===== config.mk =====
export PLATFORM = sky130hd
export DESIGN_NAME = alu_operand_stage
export DESIGN_NICKNAME = d
export VERILOG_FILES = /design/src/rtl/alu_operand_pkg.sv /design/src/rtl/alu_operand_stage_operand_select.sv /design/src/rtl/alu_operand_stage.sv
export SDC_FILE = /design/constraint.sdc
export NUM_CORES = 1
export LEC_CHECK = 0
export ABC_AREA = 0
export CORE_MARGIN = 5
export CORE_UTILIZATION = 40
export DETAILED_ROUTE_END_ITERATION = 7
export PLACE_DENSITY = 0.75
export SKIP_CTS_REPAIR_TIMING = 1
export SLEW_MARGIN = 20
export SYNTH_ARGS = -nofsm -noshare
export SYNTH_HDL_FRONTEND = slang
export SYNTH_SLANG_ARGS = --single-unit

===== constraint.sdc =====
create_clock -name clk -period 2.33 [get_ports clk]
set_clock_uncertainty 0.05 [all_clocks]
set_input_delay 0.466 -clock clk [delete_from_list [all_inputs] [get_ports clk]]
set_output_delay 0.466 -clock clk [all_outputs]
set_load 0.03 [all_outputs]

===== src/rtl/alu_operand_pkg.sv =====
// Shared types and field positions for the ALU operand stage: source-code enum,
// register-port tags used for writeback forwarding, and RV immediate field offsets.
package alu_operand_pkg;

  localparam int XLEN_DEFAULT = 32;

  typedef enum logic [3:0] {
    SRC_ZERO   = 4'd0,
    SRC_FOUR   = 4'd1,
    SRC_PC     = 4'd2,
    SRC_RS1    = 4'd3,
    SRC_IMM_I  = 4'd4,
    SRC_IMM_U  = 4'd5,
    SRC_IMM_J  = 4'd6,
    SRC_IMM_B  = 4'd7,
    SRC_IMM_S  = 4'd8,
    SRC_RS2    = 4'd9,
    SRC_SHAMT  = 4'd10,
    SRC_ZIMM   = 4'd11,
    SRC_RSVD12 = 4'd12,
    SRC_RSVD13 = 4'd13,
    SRC_RSVD14 = 4'd14,
    SRC_RSVD15 = 4'd15
  } src_e;

  typedef enum logic [1:0] {
    REG_NONE = 2'd0,
    REG_RS1  = 2'd1,
    REG_RS2  = 2'd2
  } reg_sel_e;

  localparam int IMM_SIGN_BIT = 31;
  localparam int SHAMT_LSB    = 20;
  localparam int ZIMM_LSB     = 15;
  localparam int ZIMM_W       = 5;

  // Which register-file port an operand depends on (drives forwarding match).
  function automatic reg_sel_e reg_sel_of(input logic [3:0] src);
    case (src)
      SRC_RS1: return REG_RS1;
      SRC_RS2: return REG_RS2;
      default: return REG_NONE;
    endcase
  endfunction

endpackage


===== src/rtl/alu_operand_stage_operand_select.sv =====
// Combinational decode of one operand from its 4-bit source code.
// Reserved codes 12-15 yield zero and raise illegal.
module operand_select
  import alu_operand_pkg::*;
#(
  parameter int XLEN = XLEN_DEFAULT
) (
  input  logic [3:0]      src,
  input  logic [31:0]     instr,
  input  logic [XLEN-1:0] instr_addr,
  input  logic [XLEN-1:0] rs1_data,
  input  logic [XLEN-1:0] rs2_data,
  output logic [XLEN-1:0] data,
  output logic            illegal
);

  localparam int SHAMT_W = (XLEN == 64) ? 6 : 5;

  logic [31:0] imm_i;
  logic [31:0] imm_u;
  logic [31:0] imm_j;
  logic [31:0] imm_b;
  logic [31:0] imm_s;
  logic        unused_opcode;

  // Immediates are first formed at 32 bits with instr[31] replicated; sext32 widens to XLEN.
  assign imm_i = {{20{instr[IMM_SIGN_BIT]}}, instr[31:20]};
  assign imm_u = {instr[31:12], 12'b0};
  assign imm_j = {{11{instr[IMM_SIGN_BIT]}}, instr[31], instr[19:12], instr[20], instr[30:21], 1'b0};
  assign imm_b = {{19{instr[IMM_SIGN_BIT]}}, instr[31], instr[7], instr[30:25], instr[11:8], 1'b0};
  assign imm_s = {{20{instr[IMM_SIGN_BIT]}}, instr[31:25], instr[11:7]};

  assign unused_opcode = ^instr[6:0];

  function automatic logic [XLEN-1:0] sext32(input logic [31:0] v);
    logic signed [XLEN-1:0] r;
    r = XLEN'($signed(v));
    return r;
  endfunction

  always_comb begin
    data    = '0;
    illegal = 1'b0;
    case (src_e'(src))
      SRC_ZERO:  data = '0;
      SRC_FOUR:  data = XLEN'(4);
      SRC_PC:    data = instr_addr;
      SRC_RS1:   data = rs1_data;
      SRC_IMM_I: data = sext32(imm_i);
      SRC_IMM_U: data = sext32(imm_u);
      SRC_IMM_J: data = sext32(imm_j);
      SRC_IMM_B: data = sext32(imm_b);
      SRC_IMM_S: data = sext32(imm_s);
      SRC_RS2:   data = rs2_data;
      SRC_SHAMT: data = XLEN'(instr[SHAMT_LSB +: SHAMT_W]);
      SRC_ZIMM:  data = XLEN'(instr[ZIMM_LSB +: ZIMM_W]);
      default: begin
        data    = '0;
        illegal = 1'b1;
      end
    endcase
  end

endmodule


===== src/rtl/alu_operand_stage.sv =====
// Registered operand stage: two operand decoders feeding a 2-entry skid buffer.
// Optional writeback forwarding is enabled with `define ALU_OPERAND_FWD_EN.
module alu_operand_stage
  import alu_operand_pkg::*;
#(
  parameter int XLEN  = XLEN_DEFAULT,
  parameter int DEPTH = 2
) (
  input  logic            clk,
  input  logic            rst_n,
  input  logic            flush,
  input  logic            in_valid,
  output logic            in_ready,
  input  logic [3:0]      src_a,
  input  logic [3:0]      src_b,
  input  logic [31:0]     instr,
  input  logic [XLEN-1:0] instr_addr,
  input  logic [4:0]      rs1_idx,
  input  logic [4:0]      rs2_idx,
  input  logic [XLEN-1:0] rs1_data,
  input  logic [XLEN-1:0] rs2_data,
`ifdef ALU_OPERAND_FWD_EN
  input  logic            wb_valid,
  input  logic [4:0]      wb_rd,
  input  logic [XLEN-1:0] wb_data,
`endif
  output logic            out_valid,
  input  logic            out_ready,
  output logic [XLEN-1:0] op_a,
  output logic [XLEN-1:0] op_b,
  output logic            op_illegal
);

  if (DEPTH != 2) begin : g_bad_depth
    $error("alu_operand_stage: DEPTH must be 2");
  end
  if (XLEN != 32 && XLEN != 64) begin : g_bad_xlen
    $error("alu_operand_stage: XLEN must be 32 or 64");
  end

  logic [1:0]      count_reg;
  logic            rd_ptr_reg;
  logic            wr_ptr_reg;
  logic            accept;
  logic            release_head;
  logic [XLEN-1:0] rs1_eff;
  logic [XLEN-1:0] rs2_eff;
  logic [XLEN-1:0] a_dec;
  logic [XLEN-1:0] b_dec;
  logic            a_ill;
  logic            b_ill;
  logic [XLEN-1:0] head_a;
  logic [XLEN-1:0] head_b;
  logic            head_ill;

`ifdef ALU_OPERAND_FWD_EN
  logic fwd_rs1;
  logic fwd_rs2;
  assign fwd_rs1 = wb_valid && (wb_rd != 5'd0) && (wb_rd == rs1_idx);
  assign fwd_rs2 = wb_valid && (wb_rd != 5'd0) && (wb_rd == rs2_idx);
  assign rs1_eff = fwd_rs1 ? wb_data : rs1_data;
  assign rs2_eff = fwd_rs2 ? wb_data : rs2_data;
`else
  logic unused_idx;
  assign unused_idx = ^{rs1_idx, rs2_idx};
  assign rs1_eff    = rs1_data;
  assign rs2_eff    = rs2_data;
`endif

  operand_select #(.XLEN(XLEN)) u_sel_a (
    .src        (src_a),
    .instr      (instr),
    .instr_addr (instr_addr),
    .rs1_data   (rs1_eff),
    .rs2_data   (rs2_eff),
    .data       (a_dec),
    .illegal    (a_ill)
  );

  operand_select #(.XLEN(XLEN)) u_sel_b (
    .src        (src_b),
    .instr      (instr),
    .instr_addr (instr_addr),
    .rs1_data   (rs1_eff),
    .rs2_data   (rs2_eff),
    .data       (b_dec),
    .illegal    (b_ill)
  );

  // in_ready depends only on the registered count, never on out_ready.
  assign in_ready     = (count_reg < 2'd2);
  assign out_valid    = (count_reg != 2'd0);
  assign accept       = in_valid && in_ready && !flush;
  assign release_head = out_valid && out_ready && !flush;

  always_ff @(posedge clk or negedge rst_n) begin
    if (!rst_n) begin
      count_reg  <= 2'd0;
      rd_ptr_reg <= 1'b0;
      wr_ptr_reg <= 1'b0;
    end else if (flush) begin
      count_reg  <= 2'd0;
      rd_ptr_reg <= 1'b0;
      wr_ptr_reg <= 1'b0;
    end else begin
      if (accept) wr_ptr_reg <= ~wr_ptr_reg;
      if (release_head) rd_ptr_reg <= ~rd_ptr_reg;
      case ({accept, release_head})
        2'b10:   count_reg <= count_reg + 2'd1;
        2'b01:   count_reg <= count_reg - 2'd1;
        default: count_reg <= count_reg;
      endcase
    end
  end

  for (genvar gi = 0; gi < DEPTH; gi++) begin : g_entry
    logic [XLEN-1:0] a_reg;
    logic [XLEN-1:0] b_reg;
    logic            ill_reg;
    logic            wr_en;

    assign wr_en = accept && (wr_ptr_reg == 1'(gi));

`ifdef ALU_OPERAND_FWD_EN
    reg_sel_e   a_sel_reg;
    reg_sel_e   b_sel_reg;
    logic [4:0] rs1_idx_reg;
    logic [4:0] rs2_idx_reg;
    logic       hit_a;
    logic       hit_b;

    // Waiting entries pick up a late writeback to the register they read.
    assign hit_a = wb_valid && (wb_rd != 5'd0) &&
                   (((a_sel_reg == REG_RS1) && (wb_rd == rs1_idx_reg)) ||
                    ((a_sel_reg == REG_RS2) && (wb_rd == rs2_idx_reg)));
    assign hit_b = wb_valid && (wb_rd != 5'd0) &&
                   (((b_sel_reg == REG_RS1) && (wb_rd == rs1_idx_reg)) ||
                    ((b_sel_reg == REG_RS2) && (wb_rd == rs2_idx_reg)));
`endif

    always_ff @(posedge clk or negedge rst_n) begin
      if (!rst_n) begin
        a_reg       <= '0;
        b_reg       <= '0;
        ill_reg     <= 1'b0;
`ifdef ALU_OPERAND_FWD_EN
        a_sel_reg   <= REG_NONE;
        b_sel_reg   <= REG_NONE;
        rs1_idx_reg <= 5'd0;
        rs2_idx_reg <= 5'd0;
`endif
      end else if (wr_en) begin
        a_reg       <= a_dec;
        b_reg       <= b_dec;
        ill_reg     <= a_ill | b_ill;
`ifdef ALU_OPERAND_FWD_EN
        a_sel_reg   <= reg_sel_of(src_a);
        b_sel_reg   <= reg_sel_of(src_b);
        rs1_idx_reg <= rs1_idx;
        rs2_idx_reg <= rs2_idx;
      end else begin
        if (hit_a) a_reg <= wb_data;
        if (hit_b) b_reg <= wb_data;
`endif
      end
    end
  end

  assign head_a   = rd_ptr_reg ? g_entry[1].a_reg   : g_entry[0].a_reg;
  assign head_b   = rd_ptr_reg ? g_entry[1].b_reg   : g_entry[0].b_reg;
  assign head_ill = rd_ptr_reg ? g_entry[1].ill_reg : g_entry[0].ill_reg;

  assign op_a       = out_valid ? head_a : '0;
  assign op_b       = out_valid ? head_b : '0;
  assign op_illegal = out_valid & head_ill;

endmodule


==> results of run 1 <==
-- per-stage QoR --
step	TNS [ns]	instances	worst slack [ns]	util [%]
2_1_floorplan	0	944	0.388	-
3_3_place_gp	-21.33	1453	-0.326	53.8
3_5_place_dp	-25.50	1453	-0.361	53.8
4_1_cts	-6.01	1484	-0.285	56.5
5_1_grt	-0.227	1505	-0.0449	58.4
6_report	0	1505	0.0145	58.4
-- power by group --
| part | internal (W) | switching [W] | leakage, nW | total, W |
|---|---|---|---|---|
| Combinational | 0.00126 | 0.00135 | 3.58 | 0.00261 |
| Sequential | 0.00283 | 0.000302 | 1.72 | 0.00313 |
| Clock | 0.00168 | 0.00104 | 0.280 | 0.00271 |
| Total | 0.00576 | 0.00269 | 5.58 | 0.00846 |
-- path summary, 6_finish.rpt --
kind	to	cells after the start
min in group clk	g_entry[0].a_reg[16]$_DFFE_PN0P_	2
worst max register to register	g_entry[0].b_reg[11]$_DFFE_PN0P_	5
worst max-delay path	op_a[5]	6
worst min register to register	g_entry[0].a_reg[16]$_DFFE_PN0P_	2
max in group asynchronous	rd_ptr_reg$_DFFE_PN0P_	3
worst min-delay path	g_entry[1].a_reg[16]$_DFFE_PN0P_	2
-- cell usage after synthesis (18+ instances only) --
cell type	count	area [um2]
buf_2	38	190
o21ai_1	19	95.1
nand2_1	78	293
dfrtp_1	134	3350
a221oi_1	21	184
nor2_1	105	394
a21oi_1	27	135
clkbuf_1	27	101
o22ai_1	22	138
a211oi_1	41	308
o221a_2	18	203
and3_1	23	144
mux2i_1	106	1060
o21ai_0	57	285
a22o_1	40	350
nand3_1	20	100
-- cells in the final DEF (no fill, tap or decap), drive strengths merged, types with 4 or more instances in the layout --
master	count
buf	188
dfrtp	134
clkdlybuf4s50	130
nor2	109
mux2i	106
nand2	79
o21ai	77
a211oi	41
a22o	40
a21oi	31
clkbuf	26
and3	23
o22ai	22
a221oi	21
nand3	20
o221a	18
inv	17
mux2	13
dlymetal6s2s	12
o2bb2ai	9
a32o	8
a221o	8
a22oi	8
ha	8
nand2b	8
a222oi	7
nand3b	5
nor3	5
a31oi	5
o21a	5
and2	4
clkinv	4
-- layout make-up --
class                      count  share of cell area, %
sequential                   134                   26.5
multi-input combinational    707                   39.3
inverter                      15                  0.445
clock inverter                12                   1.22
clock buffer                  19                   3.42
timing repair buffer         338                   26.3
tap                          280                   2.77
-- cells by family (layout without fill, tap and decap cells) --
group / Yosys count / count (layout)
buffers and inverters: 103 / 384
xor gates and xnor gates: 4 / 4
AOI/OAI and AO/OA: 308 / 308
muxes: 119 / 119
and+or+nand+nor: 268 / 268
DFF: 134 / 134
adders and majority gates: 8 / 8
-- worst register-to-register path: stages, from the launching register on --
cell      delay [ns]
dfrtp_1         0.40
buf_4           0.17
nand2b_4        0.15
or3_1           0.49
buf_4           0.33
a22o_1          0.27
-- layer usage --
| metal | up-vias | track usage, % |
|---|---|---|
| met4 | 0 | 12.8 |
| met2 | 621 | 42.4 |
| met5 | - | 0 |
| li1 | 4080 | - |
| met3 | 104 | 4.51 |
| met1 | 4443 | 36.0 |
==> impl_results.md, run 1 <==
- Synth unique cells: 61
- Final hold violations: 0
- Die area: 24900 um2
- Dpl cell area: 11700 um2
- Final Setup Violations: 0
- CP Capture Type: output pin
- Post-layout total power: 0.00846 W
- Reg-to-Reg Start: count_reg[1]$_DFFE_PN0P_
- Starting density of the core: 40.3%
- Vias per inst: 6.14
- Register area share after synthesis: 38.3%
- Leakage: 5.58 nW
- Worst skew pair latency: 0.42 ns
- CP peak stage delay: 0.52 ns
- CP cell instances: buf_4, clkbuf_16, buf_4, mux2i_1, nor2_1, buf_4
- Pwr per Cell Area: 668 nW/um2
- Layout Nets: 1372
- Die W: 158 um
- Mux cell area share after synthesis: 13.8%
- Vias in the first global route: 9004
- CTS tree: done
- Syn avg cell area: 9.26 um2
- Largest net degree at the start of global routing: 67
- Worst Path Max Fanout: 7
- Peak supply drop: 0.451 mV
- HP Class: input port to async pin
- Ant. Diodes: 0
- Critical path class: flop to output pin
- H-tree depth: 4
- Cts bufs inserted: 17
- Status: complete, no violations
- GPL Wtd Cong: 0.978
- Post-synthesis xor/xnor area fraction: 0.401%
- Reg area: 3360 um2
- Syn Inst Count: 944
- WL met2: 16.0 mm
- Max layer used: met4
- RSZ-0062 raised after global routing: true
- Row Count: 54
- Layout area overhead: 44.8%
- Clock Tree Root: clkbuf_16
- HPWL Detailed: 26.1 mm
- Total Wirelength: 35.0 mm
- Netlist area before placement: 8750 um2
- Initial antenna violation count: 0
- Simple-Gate Fraction of Synth Area: 14.3%
- Reg2Reg Setup Slack: 0.34 ns
- Number of synthesized flops with an enable pin: 0
- Compound-cell area share of the yosys netlist: 25.8%
- Worst path arrival time: 1.80 ns
- Relative slew slack: 59.2%
- Clock buffer depth: 2
- Met3 routed WL: 3.63 mm
- Slew Limit Fails: 0
- Startpoint types: flop
- Final worst path period need: 2.32 ns
- Period utilization: 99.4%
- First-pass GRT wire length: 51.2 mm
- Fmax: 0.432 GHz
- Sink Count: 134
- Adder and majority cell fraction of the synthesized area: 1.14%
- Total core area: 21700 um2
- Layout cells sized above 1: 23.9%
- Iter 0 DRT Violations: 1051
- Initial DRT Pass Iterations: 6
- Synthesis Warnings: 0
- Syn nets: 1103
- Family with the most delay on the worst path: buffers and inverters
- GRT Total Usage: 26.9%
- Vert. Die Dim: 158 um
- M1 WL: 13.7 mm
- Io pins: 218
- CP Data Required Time: 1.81 ns
- DR vias: 9248
- DRC viols: 0
- Drt wl/cell: 23.3 um
- Ys async rst share: 100%
- Hold Worst Slack: 0.415 ns
- Number of fill cells in the layout: 1872
- Design area: 12700 um2
- Max-Cap Viols: 0
- Worst path bufs/invs: 4
- Setup crit start: rd_ptr_reg$_DFFE_PN0P_
- Largest family of logic cells by synthesized area: compound AO/OA/AOI/OAI gates
- Total gr overflow: 0
- Max stage delay cell, worst path: dfrtp_4
- CTS clk-pin slew, worst paths: 0.06 ns
- Slew @ Worst Pin: 0.606 ns
- Post-synth top flop: dfrtp_1
- Multi-input logic area: 4980 um2
- Final ANT Viol Nets: 0
- Yosys reg bits: 134
- CP most frequent cell: buf_4
- Buffers on Ports: 200
Power figures use the tool's default switching activity.
==> inputs of run 2 (changes only) <==
--- a/config.mk
+++ b/config.mk
@@ -7,11 +7,10 @@
 export LEC_CHECK = 0
 export ABC_AREA = 0
 export CORE_MARGIN = 5
-export CORE_UTILIZATION = 40
+export CORE_UTILIZATION = 50
 export DETAILED_ROUTE_END_ITERATION = 7
-export PLACE_DENSITY = 0.75
+export PLACE_DENSITY = 0.89
 export SKIP_CTS_REPAIR_TIMING = 1
-export SLEW_MARGIN = 20
 export SYNTH_ARGS = -nofsm -noshare
 export SYNTH_HDL_FRONTEND = slang
 export SYNTH_SLANG_ARGS = --single-unit
==> impl_results.md, run 2 (same netlist as run 1, synthesis figures left out) <==
- Commonest non-fill, non-tap cell in the layout: buf_4
- Starting density of the core: 50.7%
- H-tree depth: 4
- Worst slack, placed: -0.341 ns
- Sw Share: 31.9%
- Reg-to-Reg Start: count_reg[1]$_DFFE_PN0P_
- Clock power frac: 33.3%
- Total Wirelength: 33.4 mm
- Dpl cell area: 11500 um2
- Slew Limit Fails: 0
- Final hold violations: 0
- GPL Wtd Cong: 0.974
- RSZ-0062 raised after global routing: true
- Peak supply drop: 0.523 mV
- DR vias: 9434
- Largest net degree at the start of global routing: 76
- CTS clk-pin slew, worst paths: 0.06 ns
- Layout Nets: 1363
- Initial antenna violation count: 0
- Commonest non-fill, non-tap cells in the layout: 177 x buf_4, 132 x dfrtp_1, 132 x clkdlybuf4s50_1
- DRC viols: 0
- Vias in the first global route: 9251
- CTS tree: done
- Period utilization: 100%
- CP Data Required Time: 2.57 ns
- Vert. Die Dim: 142 um
- Max-Cap Viols: 0
- Worst path arrival time: 2.57 ns
- Relative slew slack: 64.3%
- Clock Tree Root: clkbuf_16
- Critical path class: input port to flop
- Leakage: 5.29 nW
- Worst Path Max Fanout: 8
- Die W: 142 um
- HP Class: input port to async pin
- Pwr per Cell Area: 687 nW/um2
- Setup crit start: src_a[2]
- Total core area: 17200 um2
- Drt wl/cell: 23.2 um
- Logic gate share of total power: 29.4%
- Status: finished, violations left
- CP Capture Type: flop
- Reg power frac: 37.3%
- Cts bufs inserted: 17
- Iter 0 DRT Violations: 1103
- Clock buffer depth: 2
- Final Setup Violations: 1
- Reg2Reg Setup Slack: 0.42 ns
- Sw power: 0.00267 W
- Ant. Diodes: 0
- Layout area overhead: 39.3%
- FF-to-FF End: g_entry[1].b_reg[5]$_DFFE_PN0P_
- Sink Count: 134
- Total gr overflow: 0
- Startpoint types: input port
- GRT Total Usage: 32.3%
- Failing checks: negative setup slack
- Final worst path period need: 2.34 ns
- Row Count: 48
- Buffers on Ports: 200
- Vias per inst: 6.54
- R2R cell count: 6
- Layout cells sized above 1: 23.2%
- Die area: 20200 um2
- Internal power: 0.00570 W
- First-pass GRT wire length: 50.9 mm
- Io pins: 218
- PnR worst setup slack: -0.00625 ns
- Initial DRT Pass Iterations: 8
- Slew @ Worst Pin: 0.535 ns
- Fmax: 0.428 GHz
- Final ANT Viol Nets: 0
- HPWL Detailed: 25.4 mm
- Worst skew pair latency: 0.42 ns
- Design area: 12200 um2
[run 2: cell type report]
cell class,instances,area [um2]
Fill cell,1253,5050
Clock buffer,18,439
Sequential cell,134,3360
Timing Repair Buffer,329,3000
Inverter,15,56.3
Clock inverter,14,175
Multi-Input combinational cell,707,4870
Tap cell,225,282
[run 2: how the worst max path moves through the flow]
stage | end | slack (ns) | cells after the start
finish | g_entry[0].a_reg[10]$_DFFE_PN0P_ | -0.006 | 7
detailed placement | g_entry[1].b_reg[20]$_DFFE_PN0P_ | -0.34 | 8
CTS | out_valid | -0.03 | 3
global placement | g_entry[0].a_reg[10]$_DFFE_PN0P_ | -0.30 | 7
global route | g_entry[0].a_reg[10]$_DFFE_PN0P_ | -0.09 | 9
floorplan | op_a[22] | 0.39 | 5
[run 2: stage by stage]
step / util, % / hold slack, ns / setup TNS [ns] / power, W / cells
after detailed placement: 66.8 / 0.301 / -26.71 / 0.00555 / 1404
after global placement: 66.8 / 0.297 / -20.16 / 0.00543 / 1404
final: 70.7 / 0.395 / -0.00625 / 0.00837 / 1442
after global routing: 70.7 / 0.418 / -0.283 / 0.00871 / 1442
after floorplan: - / 0.120 / 0 / 0.00447 / 944
after CTS: 70.3 / -0.157 / -0.0430 / 0.00832 / 1436
[run 2: worst max-delay path, stage by stage]
cell and delay [ns]:
clkdlybuf4s50_1 0.49, inv_1 0.07, ha_1 0.21, and2b_1 0.32, o21a_4 0.32, a221oi_1 0.52, o21ai_0 0.17
[run 2: metal layers]
metal	vias to the layer above	wire (um)	global-route usage (%)
met4	0	1690	14.9
met5	-	0	0
met2	709	15800	52.9
met1	4516	12100	40.7
met3	146	3820	7.16
li1	4063	-	-
[run 2: power by group through the flow]
stage / sequential (W) / clock (W) / combinational [W]
finish: 0.00312 / 0.00279 / 0.00246
CTS: 0.00312 / 0.00279 / 0.00241
global placement: 0.00311 / 0 / 0.00232
global route: 0.00318 / 0.00291 / 0.00262
detailed placement: 0.00316 / 0 / 0.00239
floorplan: 0.00306 / 0 / 0.00141
==> inputs of run 3 (changes only) <==
==> constraint.sdc (replaced) <==
create_clock -name clk -period 2.33 [get_ports clk]
set_clock_uncertainty 0.05 [all_clocks]
set_input_delay 0.466 -clock clk [delete_from_list [all_inputs] [get_ports clk]]
set_output_delay 0.466 -clock clk [all_outputs]
set_load 0.02 [all_outputs]
==> impl_results.md, run 3 (same netlist as run 1, synthesis figures left out) <==
- Startpoint types: input port
- Initial DRT Pass Iterations: 8
- Clock buffer depth: 2
- Vias in the first global route: 9291
- Setup_tns: 0 ns
- Vert. Die Dim: 142 um
- Sw power: 0.00258 W
- GPL Wtd Cong: 0.943
- Layout cells sized above 1: 18.4%
- CP cell instances: clkdlybuf4s50_1, inv_1, ha_1, and2b_2, a22o_1, a221oi_1, o21ai_0
- Die area: 20200 um2
- Status: complete, no violations
- CTS tree: done
- Commonest non-fill, non-tap cells in the layout: 133 x dfrtp_1, 131 x clkdlybuf4s50_1, 118 x buf_4
- Final ANT Viol Nets: 0
- Die W: 142 um
- Design area: 12600 um2
- Critical path class: input port to flop
- Starting density of the core: 50.7%
- Peak supply drop: 0.527 mV
- Reg power frac: 36.8%
- Finished Layout Cells: 1445
- Final Setup Violations: 0
- CP peak stage delay: 0.50 ns
- Internal power: 0.00593 W
- CTS clk-pin slew, worst paths: 0.06 ns
- Iter 0 DRT Violations: 1248
- Max-Cap Viols: 0
- Slew Limit Fails: 0
- Reg2Reg Setup Slack: 0.25 ns
- First-pass GRT wire length: 50.7 mm
- Relative slew slack: 63.9%
- Cts bufs inserted: 17
- Slew @ Worst Pin: 0.541 ns
- Clock power frac: 34.7%
- Total core area: 17200 um2
- DR vias: 9429
- Total gr overflow: 0
- Clock Tree Root: clkbuf_16
- Dpl cell area: 11700 um2
- Worst path arrival time: 2.54 ns
- Core Util, Final: 72.9%
- R2R cell count: 6
- Period utilization: 99.1%
- Final worst path period need: 2.31 ns
- Layout area overhead: 43.8%
- GRT Total Usage: 32.3%
- Logic gate share of total power: 28.5%
- Sw Share: 30.3%
- Worst Path Max Fanout: 7
- Pwr per Cell Area: 677 nW/um2
- Fmax: 0.433 GHz
- Total Wirelength: 33.8 mm
- Largest net degree at the start of global routing: 75
- Sink Count: 134
- CP Data Required Time: 2.56 ns
- Dpl cells: 1410
- HPWL Detailed: 25.0 mm
- DRC viols: 0
- Io pins: 218
- Drt wl/cell: 23.4 um
- Commonest non-fill, non-tap cell in the layout: dfrtp_1
- HP Class: input port to async pin
- Layout Nets: 1366
- Vias per inst: 6.53
- H-tree depth: 4
- Row Count: 48
- Leakage: 6.33 nW
- Final hold violations: 0
- Initial antenna violation count: 1
- Worst skew pair latency: 0.43 ns
- Buffers on Ports: 200
- CP Capture Type: flop
- Max stage delay cell, worst path: a221oi_1
## run 3: area by class of cell
cell class,count,area (um2)
inverters,15,56.3
multi-input cells,707,4920
diodes,1,2.50
well taps,225,282
repair buffers,332,3320
clock buffers,20,447
flip-flops and latches,134,3360
fillers,1219,4660
clock inverters,11,198
## run 3: through the flow
stage | hold WS, ns | power, W | setup WS (ns)
after floorplan | 0.120 | 0.00440 | 0.394
after global placement | 0.264 | 0.00540 | -0.334
after detailed placement | 0.263 | 0.00551 | -0.384
after CTS | -0.196 | 0.00847 | -0.383
after global routing | 0.367 | 0.00883 | -0.00144
final | 0.350 | 0.00851 | 0.0207
## run 3: final timing paths
| check | startpoint | end |
|---|---|---|
| worst max register to register | count_reg[1]$_DFFE_PN0P_ | g_entry[0].b_reg[11]$_DFFE_PN0P_ |
| min in group clk | g_entry[0].b_reg[4]$_DFFE_PN0P_ | g_entry[0].b_reg[4]$_DFFE_PN0P_ |
| worst min-delay path | rst_n | g_entry[0].a_reg[19]$_DFFE_PN0P_ |
| worst min register to register | g_entry[0].b_reg[4]$_DFFE_PN0P_ | g_entry[0].b_reg[4]$_DFFE_PN0P_ |
| max in group asynchronous | rst_n | rd_ptr_reg$_DFFE_PN0P_ |
| worst max-delay path | src_a[2] | g_entry[0].a_reg[3]$_DFFE_PN0P_ |
## run 3: power by group through the flow
stage | clock, W | sequential [W] | combinational, W
2_1_floorplan | 0 | 0.00306 | 0.00134
3_3_place_gp | 0 | 0.00311 | 0.00229
3_5_place_dp | 0 | 0.00315 | 0.00236
4_1_cts | 0.00296 | 0.00312 | 0.00239
5_1_grt | 0.00306 | 0.00319 | 0.00258
6_report | 0.00296 | 0.00313 | 0.00242
## run 3: routing by layer
layer	part of all wire, %	global-route usage [%]	wire, um	vias to the layer above
met3	12	7.69	3980	151
met4	5.6	16.7	1910	0
met5	0	0	0	-
met1	36	40.3	12100	4444
met2	47	52.3	15800	776
li1	-	-	-	4058
## run 3: critical path, delay by kind of cell
kind	cells	cell delay, ns
adder cells (fa/ha/maj)	1	0.21
AND/OR/NAND/NOR	1	0.30
AO/OA/AOI/OAI	3	1.00
buffers and inverters	2	0.56
